[src/rtl/bus_source_arbiter_if.sv]
// rtl/bus_source_arbiter_if.sv - shared bus request/grant interface for bus_source_arbiter
interface bus_source_arbiter_if #(
  parameter int WIDTH    = 4,
  parameter int CHANNELS = 2
);
  logic                      enable;
  logic [CHANNELS-1:0]       req;
  logic                      lock;
  logic [CHANNELS*WIDTH-1:0] data_in;
  logic [CHANNELS-1:0]       grant;
  logic [WIDTH-1:0]          out_bits;
  logic                      valid;

  // Requesters and controller side
  modport master (
    output enable, req, lock, data_in,
    input  grant, out_bits, valid
  );

  // Arbiter side
  modport slave (
    input  enable, req, lock, data_in,
    output grant, out_bits, valid
  );
endinterface

[src/rtl/bus_source_arbiter.sv]
// rtl/bus_source_arbiter.sv - registered round-robin / fixed-priority bus source arbiter with lock
module bus_source_arbiter #(
  parameter int WIDTH         = 4,
  parameter int CHANNELS      = 2,
  parameter int PRIORITY_MODE = 0
) (
  input  logic                 clk,
  input  logic                 reset,
  bus_source_arbiter_if.slave  bus
);

  localparam int IDX_W = (CHANNELS > 1) ? $clog2(CHANNELS) : 1;

  localparam logic [1:0] ST_IDLE    = 2'd0;
  localparam logic [1:0] ST_GRANTED = 2'd1;
  localparam logic [1:0] ST_LOCKED  = 2'd2;

  // Pointer starts at the last channel so the first round-robin scan begins at channel 0
  localparam logic [IDX_W-1:0] LAST_RESET = IDX_W'(CHANNELS - 1);

  logic [1:0]          state_q,    state_d;
  logic [IDX_W-1:0]    last_q,     last_d;
  logic [CHANNELS-1:0] grant_q,    grant_d;
  logic [WIDTH-1:0]    out_bits_q, out_bits_d;
  logic                valid_q,    valid_d;

  logic [WIDTH-1:0]    src [CHANNELS];
  logic                pick_found;
  logic [IDX_W-1:0]    pick_idx;
  logic                hold_lock;

  // Unpack the flat source bus into one word per channel
  for (genvar c = 0; c < CHANNELS; c++) begin : g_src
    assign src[c] = bus.data_in[c*WIDTH +: WIDTH];
  end

  // Select the winning requester for this cycle
  always_comb begin
    int scan_i;
    logic [IDX_W-1:0] scan_idx;
    pick_found = 1'b0;
    pick_idx   = '0;
    scan_i     = 0;
    scan_idx   = '0;
    if (PRIORITY_MODE != 0) begin
      // Walk from the top down so the lowest set index is the last one written
      for (int i = CHANNELS - 1; i >= 0; i--) begin
        if (bus.req[IDX_W'(i)]) begin
          pick_found = 1'b1;
          pick_idx   = IDX_W'(i);
        end
      end
    end else begin
      // Scan last+1 .. last+CHANNELS with wrap; the previous winner is checked last
      for (int i = 1; i <= CHANNELS; i++) begin
        scan_i   = (int'(last_q) + i) % CHANNELS;
        scan_idx = IDX_W'(scan_i);
        if (!pick_found && bus.req[scan_idx]) begin
          pick_found = 1'b1;
          pick_idx   = scan_idx;
        end
      end
    end
  end

  // A held lock keeps the current owner as long as it keeps requesting
  assign hold_lock = (state_q == ST_LOCKED) && bus.lock && bus.req[last_q];

  // Next-state, pointer and output register computation
  always_comb begin
    state_d    = state_q;
    last_d     = last_q;
    grant_d    = grant_q;
    out_bits_d = out_bits_q;
    valid_d    = valid_q;
    if (bus.enable) begin
      if (hold_lock) begin
        out_bits_d = src[last_q];
      end else if (pick_found) begin
        last_d     = pick_idx;
        grant_d    = CHANNELS'(1) << pick_idx;
        out_bits_d = src[pick_idx];
        valid_d    = 1'b1;
        state_d    = bus.lock ? ST_LOCKED : ST_GRANTED;
      end else begin
        // Idle: drop grant and valid, leave the last bus value in place
        grant_d = '0;
        valid_d = 1'b0;
        state_d = ST_IDLE;
      end
    end
  end

  // State and output registers; reset takes precedence over enable
  always_ff @(posedge clk) begin
    if (reset) begin
      state_q    <= ST_IDLE;
      last_q     <= LAST_RESET;
      grant_q    <= '0;
      out_bits_q <= '0;
      valid_q    <= 1'b0;
    end else begin
      state_q    <= state_d;
      last_q     <= last_d;
      grant_q    <= grant_d;
      out_bits_q <= out_bits_d;
      valid_q    <= valid_d;
    end
  end

  assign bus.grant    = grant_q;
  assign bus.out_bits = out_bits_q;
  assign bus.valid    = valid_q;

endmodule

[src/flat_wrapper.sv]
// flat-port wrapper written by rule: the top's interface ports become plain ports
module bus_source_arbiter_flat 
#(
  parameter int WIDTH         = 4,
  parameter int CHANNELS      = 2,
  parameter int PRIORITY_MODE = 0
)
  (clk, reset, bus_enable, bus_req, bus_lock, bus_data_in, bus_grant, bus_out_bits, bus_valid);
  bus_source_arbiter_if #(.WIDTH(WIDTH), .CHANNELS(CHANNELS)) bus_i ();
  input  logic clk;
  input  logic reset;
  input wire logic [$bits(bus_i.enable)-1:0] bus_enable;
  input wire logic [$bits(bus_i.req)-1:0] bus_req;
  input wire logic [$bits(bus_i.lock)-1:0] bus_lock;
  input wire logic [$bits(bus_i.data_in)-1:0] bus_data_in;
  output wire logic [$bits(bus_i.grant)-1:0] bus_grant;
  output wire logic [$bits(bus_i.out_bits)-1:0] bus_out_bits;
  output wire logic [$bits(bus_i.valid)-1:0] bus_valid;
  assign bus_i.enable = bus_enable;
  assign bus_i.req = bus_req;
  assign bus_i.lock = bus_lock;
  assign bus_i.data_in = bus_data_in;
  assign bus_grant = bus_i.grant;
  assign bus_out_bits = bus_i.out_bits;
  assign bus_valid = bus_i.valid;
  bus_source_arbiter #(.WIDTH(WIDTH), .CHANNELS(CHANNELS), .PRIORITY_MODE(PRIORITY_MODE)) u_core (.clk(clk), .reset(reset), .bus(bus_i));
endmodule
[config.mk]
export PLATFORM = sky130hd
export DESIGN_NAME = bus_source_arbiter_flat
export DESIGN_NICKNAME = d
export VERILOG_FILES = /design/src/rtl/bus_source_arbiter_if.sv /design/src/rtl/bus_source_arbiter.sv /design/src/flat_wrapper.sv
export SDC_FILE = /design/constraint.sdc
export NUM_CORES = 1
export LEC_CHECK = 0
export BUFFER_PORTS_ARGS = -buffer_cell sky130_fd_sc_hd__buf_2
export CAP_MARGIN = 0
export CORE_UTILIZATION = 24
export CTS_CLUSTER_DIAMETER = 40
export CTS_CLUSTER_SIZE = 24
export DETAILED_ROUTE_END_ITERATION = 7
export PLACE_DENSITY = 0.53
export SLEW_MARGIN = 25
export SYNTH_ARGS = -nofsm -noshare
export SYNTH_HDL_FRONTEND = slang
export SYNTH_SLANG_ARGS = --single-unit
[constraint.sdc]
create_clock -name clk -period 4 [get_ports clk]
set_clock_uncertainty 0.1 [all_clocks]
set_input_delay 0.4 -clock clk [delete_from_list [all_inputs] [get_ports clk]]
set_output_delay 0.4 -clock clk [all_outputs]
set_load 0.01 [all_outputs]
* Word level (Yosys, flattened, before mapping)
Index checks and enable logic that the tools add are counted.
** Storage, ports and cells
- Register bits after elaboration :: 10
- Output and inout port bits :: 7
** Cells by class
- Muxes and demuxes :: 22
- Reductions and logical operators :: 8
- Bitwise gates (word level) :: 3
- Add/subtract/negate cells :: 2
- Shift-type cells :: 1
- Eq/ne operators :: 1
- Order comparisons :: 5
** Operator list (count)
- $mux 4 :: 8
- $mux 1 :: 11
- $lt 1x2->1 const B :: 3
- $mux 2 :: 3
- $ge 2x2->1 const B :: 2
- $not 1->2 :: 2
- $reduce_and 2->1 :: 2
- $logic_and 1x1->1 :: 3
- $reduce_and 3->1 :: 1
- $add 1x1->1 const B :: 2
- $eq 2x2->1 const B :: 1
- $reduce_bool 2->1 :: 1
- $shl 1x1->2 const A :: 1
- $logic_not 1->1 :: 1
- $not 1->1 :: 1

* Depth between registers and ports, before layout
- Depth in word-level cells :: 13
- Depth in mapped cells :: 4

* Worst setup path after synthesis
Ideal clock, no wire load.
- Path type :: flip-flop to flip-flop
- Start point :: register u_core.last_q
- End point :: register u_core.last_q
- Arrival time :: 1.145 ns
- Stages on the path, launching flop included :: 4
- Path buffers :: 0
- Setup time :: 0.120 ns
- Setup slack :: 2.635 ns
- Cells stage by stage :: dfxtp_1 > mux2i_2 > o211ai_1 > a211o_1
** On the way
- Longest elaborated chain between the ends :: 8
- Elaborated cells on any way between the ends :: 17
- Classes of those cells :: add/sub: 2; mux: 10; bitwise: 1; reduce/logical: 4
** RTL lines
- from (decl) :: RTL line bus_source_arbiter.sv:22 : logic [IDX_W-1:0] last_q, last_d;
- from (signal assigned) :: RTL line bus_source_arbiter.sv:104 : last_q <= last_d;
- $add 1x1->1 :: RTL line bus_source_arbiter.sv:56 : scan_i = (int'(last_q) + i) % CHANNELS;
- $mux 1 (implied by the code) (2 in series) :: RTL line bus_source_arbiter.sv:58 : if (!pick_found && bus.req[scan_idx]) begin
- $mux 1 :: RTL line bus_source_arbiter.sv:58
- $logic_not 1->1 :: RTL line bus_source_arbiter.sv:58
- $logic_and 1x1->1 :: RTL line bus_source_arbiter.sv:58
- $mux 1 :: RTL line bus_source_arbiter.sv:58
- $reduce_and 3->1 (no line)
Several ways; a longest one is shown, not always the timed one. The select of a mux whose other input is x is not followed.
A chain may end at the register's enable or synchronous reset.

* Final worst setup path
- Start point :: register u_core.last_q
- End point :: register u_core.out_bits_q[3], in the netlist u_core.bus.out_bits[3]
** On the way
- Longest elaborated chain between the ends :: 13
- Elaborated cells on any way between the ends :: 27
- Classes of those cells :: add/sub: 2; mux: 18; bitwise: 2; reduce/logical: 5
** RTL lines
- $add 1x1->1 :: RTL line bus_source_arbiter.sv:56
- $mux 1 (implied by the code) (2 in series) :: RTL line bus_source_arbiter.sv:58
- $mux 1 :: RTL line bus_source_arbiter.sv:58
- $logic_not 1->1 :: RTL line bus_source_arbiter.sv:58
- $logic_and 1x1->1 :: RTL line bus_source_arbiter.sv:58
- $mux 1 :: RTL line bus_source_arbiter.sv:58
- $not 1->2 (implied by the code) :: RTL line bus_source_arbiter.sv:82 : out_bits_d = src[pick_idx];
- $mux 4 (implied by the code) (3 in series) :: RTL line bus_source_arbiter.sv:82
- $mux 4 :: RTL line bus_source_arbiter.sv:79 : end else if (pick_found) begin
- $mux 4 :: RTL line bus_source_arbiter.sv:77 : if (hold_lock) begin
- to (signal assigned) :: RTL line bus_source_arbiter.sv:106 : out_bits_q <= out_bits_d;
- to (decl) :: RTL line bus_source_arbiter.sv:24 : logic [WIDTH-1:0] out_bits_q, out_bits_d;
Several ways; a longest one is shown, not always the timed one. The select of a mux whose other input is x is not followed.

==> run metrics <==
number of hold-slack violations in the final timing report=0; final worst slack=2280 ps; maximum cell stage delay along the critical path=about 570 ps; instance count after placement with tap cells included=roughly 110; RSZ-0062 raised after global routing=no; non-filler instance count after layout=108; Clock Root Buffer=clkbuf_4; number of setup violations in the final report=0; Setup WS pre-CTS=around 2300 ps; deepest clock path buffer count=2; routed vias/inst=approximately 4.8; count of state elements after synthesis=10; Area after DPL=between 600 and 700 sq um; sum of routed wire length over all layers=between 1 and 1.5 mm; clock transition at the registers of the reported paths=roughly 60 ps; nets@finish=97; number of fill cells=~230; number of CTS-inserted buffers=3; number of buffers and inverters on the critical path=0; clock network latency to the later pin of the worst-skew pair=about 260 ps; total global routing track utilization=around an eighth; share of async-settable or async-resettable flops after synthesis=0%; leakage power figure=approximately 0.27 nW; Maximum Capacitance Violations=0; diodes inserted=0; Slowest-stage cell, CP=dfxtp_1; number of sinks driven by the clock tree=10; Floorplan Core Area=~2000 sq um; cell type with the highest aggregate area in the netlist=dfxtp_1; global-route wire length before repair=approximately 2.1 mm; number of port buffers=20; routed vias=roughly 510; area of the mapped netlist=around 530 sq um; outcome=complete, no violations; number of antenna violations at the first check in global routing=0; Die Area=between 2000 and 2500 sq um; Max transition margin=between 60% and 70%; worst vdd rail ir drop=0.000197 V; maximum clock frequency=580 MHz; Synth cell types=22; # rows=16; slew at the pin closest to its max-slew limit=between 400 and 500 ps; antenna violation net count after detailed routing=0; maximum number of pins on one net before global-route repair=13; die outline height=49.1 um; top_reg_cell synth=dfxtp_1; worst-path maximum fanout=12; routability-driven placement congestion ratio=between 0.6 and 0.7; most common library cell in the layout ignoring fill and taps=buf_2; Slew Viols, Final=0; via count of the first global-routing pass=between 400 and 500; Total Neg Setup Slack=0 ps; DRC violation count after routing=0; chip width=49.1 um; violation count after the first detailed-route iteration=12; required time of the worst setup path=just over 4000 ps; total number of yosys warnings=0; post-route clock period utilization=43.1%; Crit. End Element=flop; worst hold-check path type=input port to flop; data arrival time at the worst-slack endpoint=~1800 ps; GRT overflow=0; total power consumption of the routed design=225 uW; starting utilization of the core area=a little over a quarter; cell count after synthesis=60; cell-by-cell trace of the critical path=mux2i_2, o21a_4, o211ai_1, a31oi_1; CTS tree=built; min Tclk post-route=1720 ps; estimated wirelength of the detail-placed design=approximately 960 um; power per cell area=about 330 nW/um^2; first-pass detailed-route iteration total=4; # resized after CTS=0; fraction of final layout cells with drive strength greater than 1=roughly a third; count of flip-flops with a built-in enable after synthesis=0; most frequent cells in the layout=buf_2, dfxtp_1, nand2b_1, nor2_1; cell types occupying the most area after synthesis=dfxtp_1, nand2b_1, o211ai_1; type of the worst setup path=flop to flop; io pins=21; number of H-tree levels=1; syn avg cell area=~9 sq um; syn nets=between 70 and 80; area growth from synthesis to layout=27.7%; type of element launching the critical path=flop; CTS Hold Buffers Added=0; cell family with the largest share of critical-path delay=flip-flops; summed area of non-filler cells in the final layout=around 700 sq um; number of buffers added for setup after CTS=0; Avg WL per Cell=between 10 and 15 um; post-synth top area share=37.6%; sequential area share after synthesis=between 30% and 40%
## synth_stat cells (2+ instances only)
| library cell | n |
|---|---|
| nand2_1 | 5 |
| a31oi_1 | 4 |
| dfxtp_1 | 10 |
| a21oi_1 | 2 |
| nand2b_1 | 8 |
| nor2_1 | 7 |
| o2111ai_1 | 4 |
| a22oi_1 | 2 |
| o211ai_1 | 5 |
## sequential cells by signal, summed over array words and instances (netlist names)
signal and flops:
u_core.bus.valid 1, u_core.bus.out_bits 4, u_core.last_q 1, u_core.state_q 2, u_core.bus.grant 2
## path summary, 6_finish.rpt
| check | startpoint | to | slack [ps] | cells after the start |
|---|---|---|---|---|
| max | u_core.last_q | u_core.bus.out_bits[3] | 2280 | 4 |
| min reg2reg | u_core.bus.out_bits[0] | u_core.bus.out_bits[0] | 370 | 2 |
| min | bus_lock | u_core.state_q[1] | 320 | 3 |
| max reg2reg | u_core.last_q | u_core.bus.out_bits[3] | 2280 | 4 |
## stage by stage
stage          utilization (%)  hold WS (ps)
6_report                  33.7           316
5_1_grt                   33.7           336
4_1_cts                   33.7           311
2_1_floorplan                -           345
3_5_place_dp              32.5           362
3_3_place_gp              32.5           356
## worst register-to-register path, stage by stage, from the launching register on
cell and delay [ps]:
dfxtp_1 570, mux2i_2 440, o21a_4 250, o211ai_1 110, a31oi_1 190
## power by group
group          leakage, nW  total, mW  switching, mW  internal (mW)
registers           0.0824      0.111        0.00505          0.106
clock network       0.0138     0.0675         0.0328         0.0347
logic                0.178     0.0458         0.0252         0.0205
## per-layer routing
layer	up-vias	global-route usage, %	share of wire [%]
met1	224	15.3	52
li1	271	-	-
met2	16	16.2	41
met3	2	6.23	5.8
met4	0	4.41	1.4
met5	-	0	0
## cells by family (layout without fill, tap and decap cells)
logic type             after synthesis  in the layout  share of synthesized area [%]
AOI/OAI and AO/OA                   23             23                           35.0
and+or+nand+nor                     22             22                           20.7
DFF                                 10             10                           37.6
buffers and inverters                3             24                           2.35
muxes                                2              2                           4.46
## layout make-up
cell class	instances	area [sq um]	share of cell area [%]
clock buffers	3	22.5	3.31
flip-flops and latches	10	200	29.4
multi-input cells	47	320	47.1
repair buffers	20	100	14.7
inverters	1	3.75	0.551
well taps	27	33.8	4.96
Note: power is estimated with default switching activity, not from simulation.
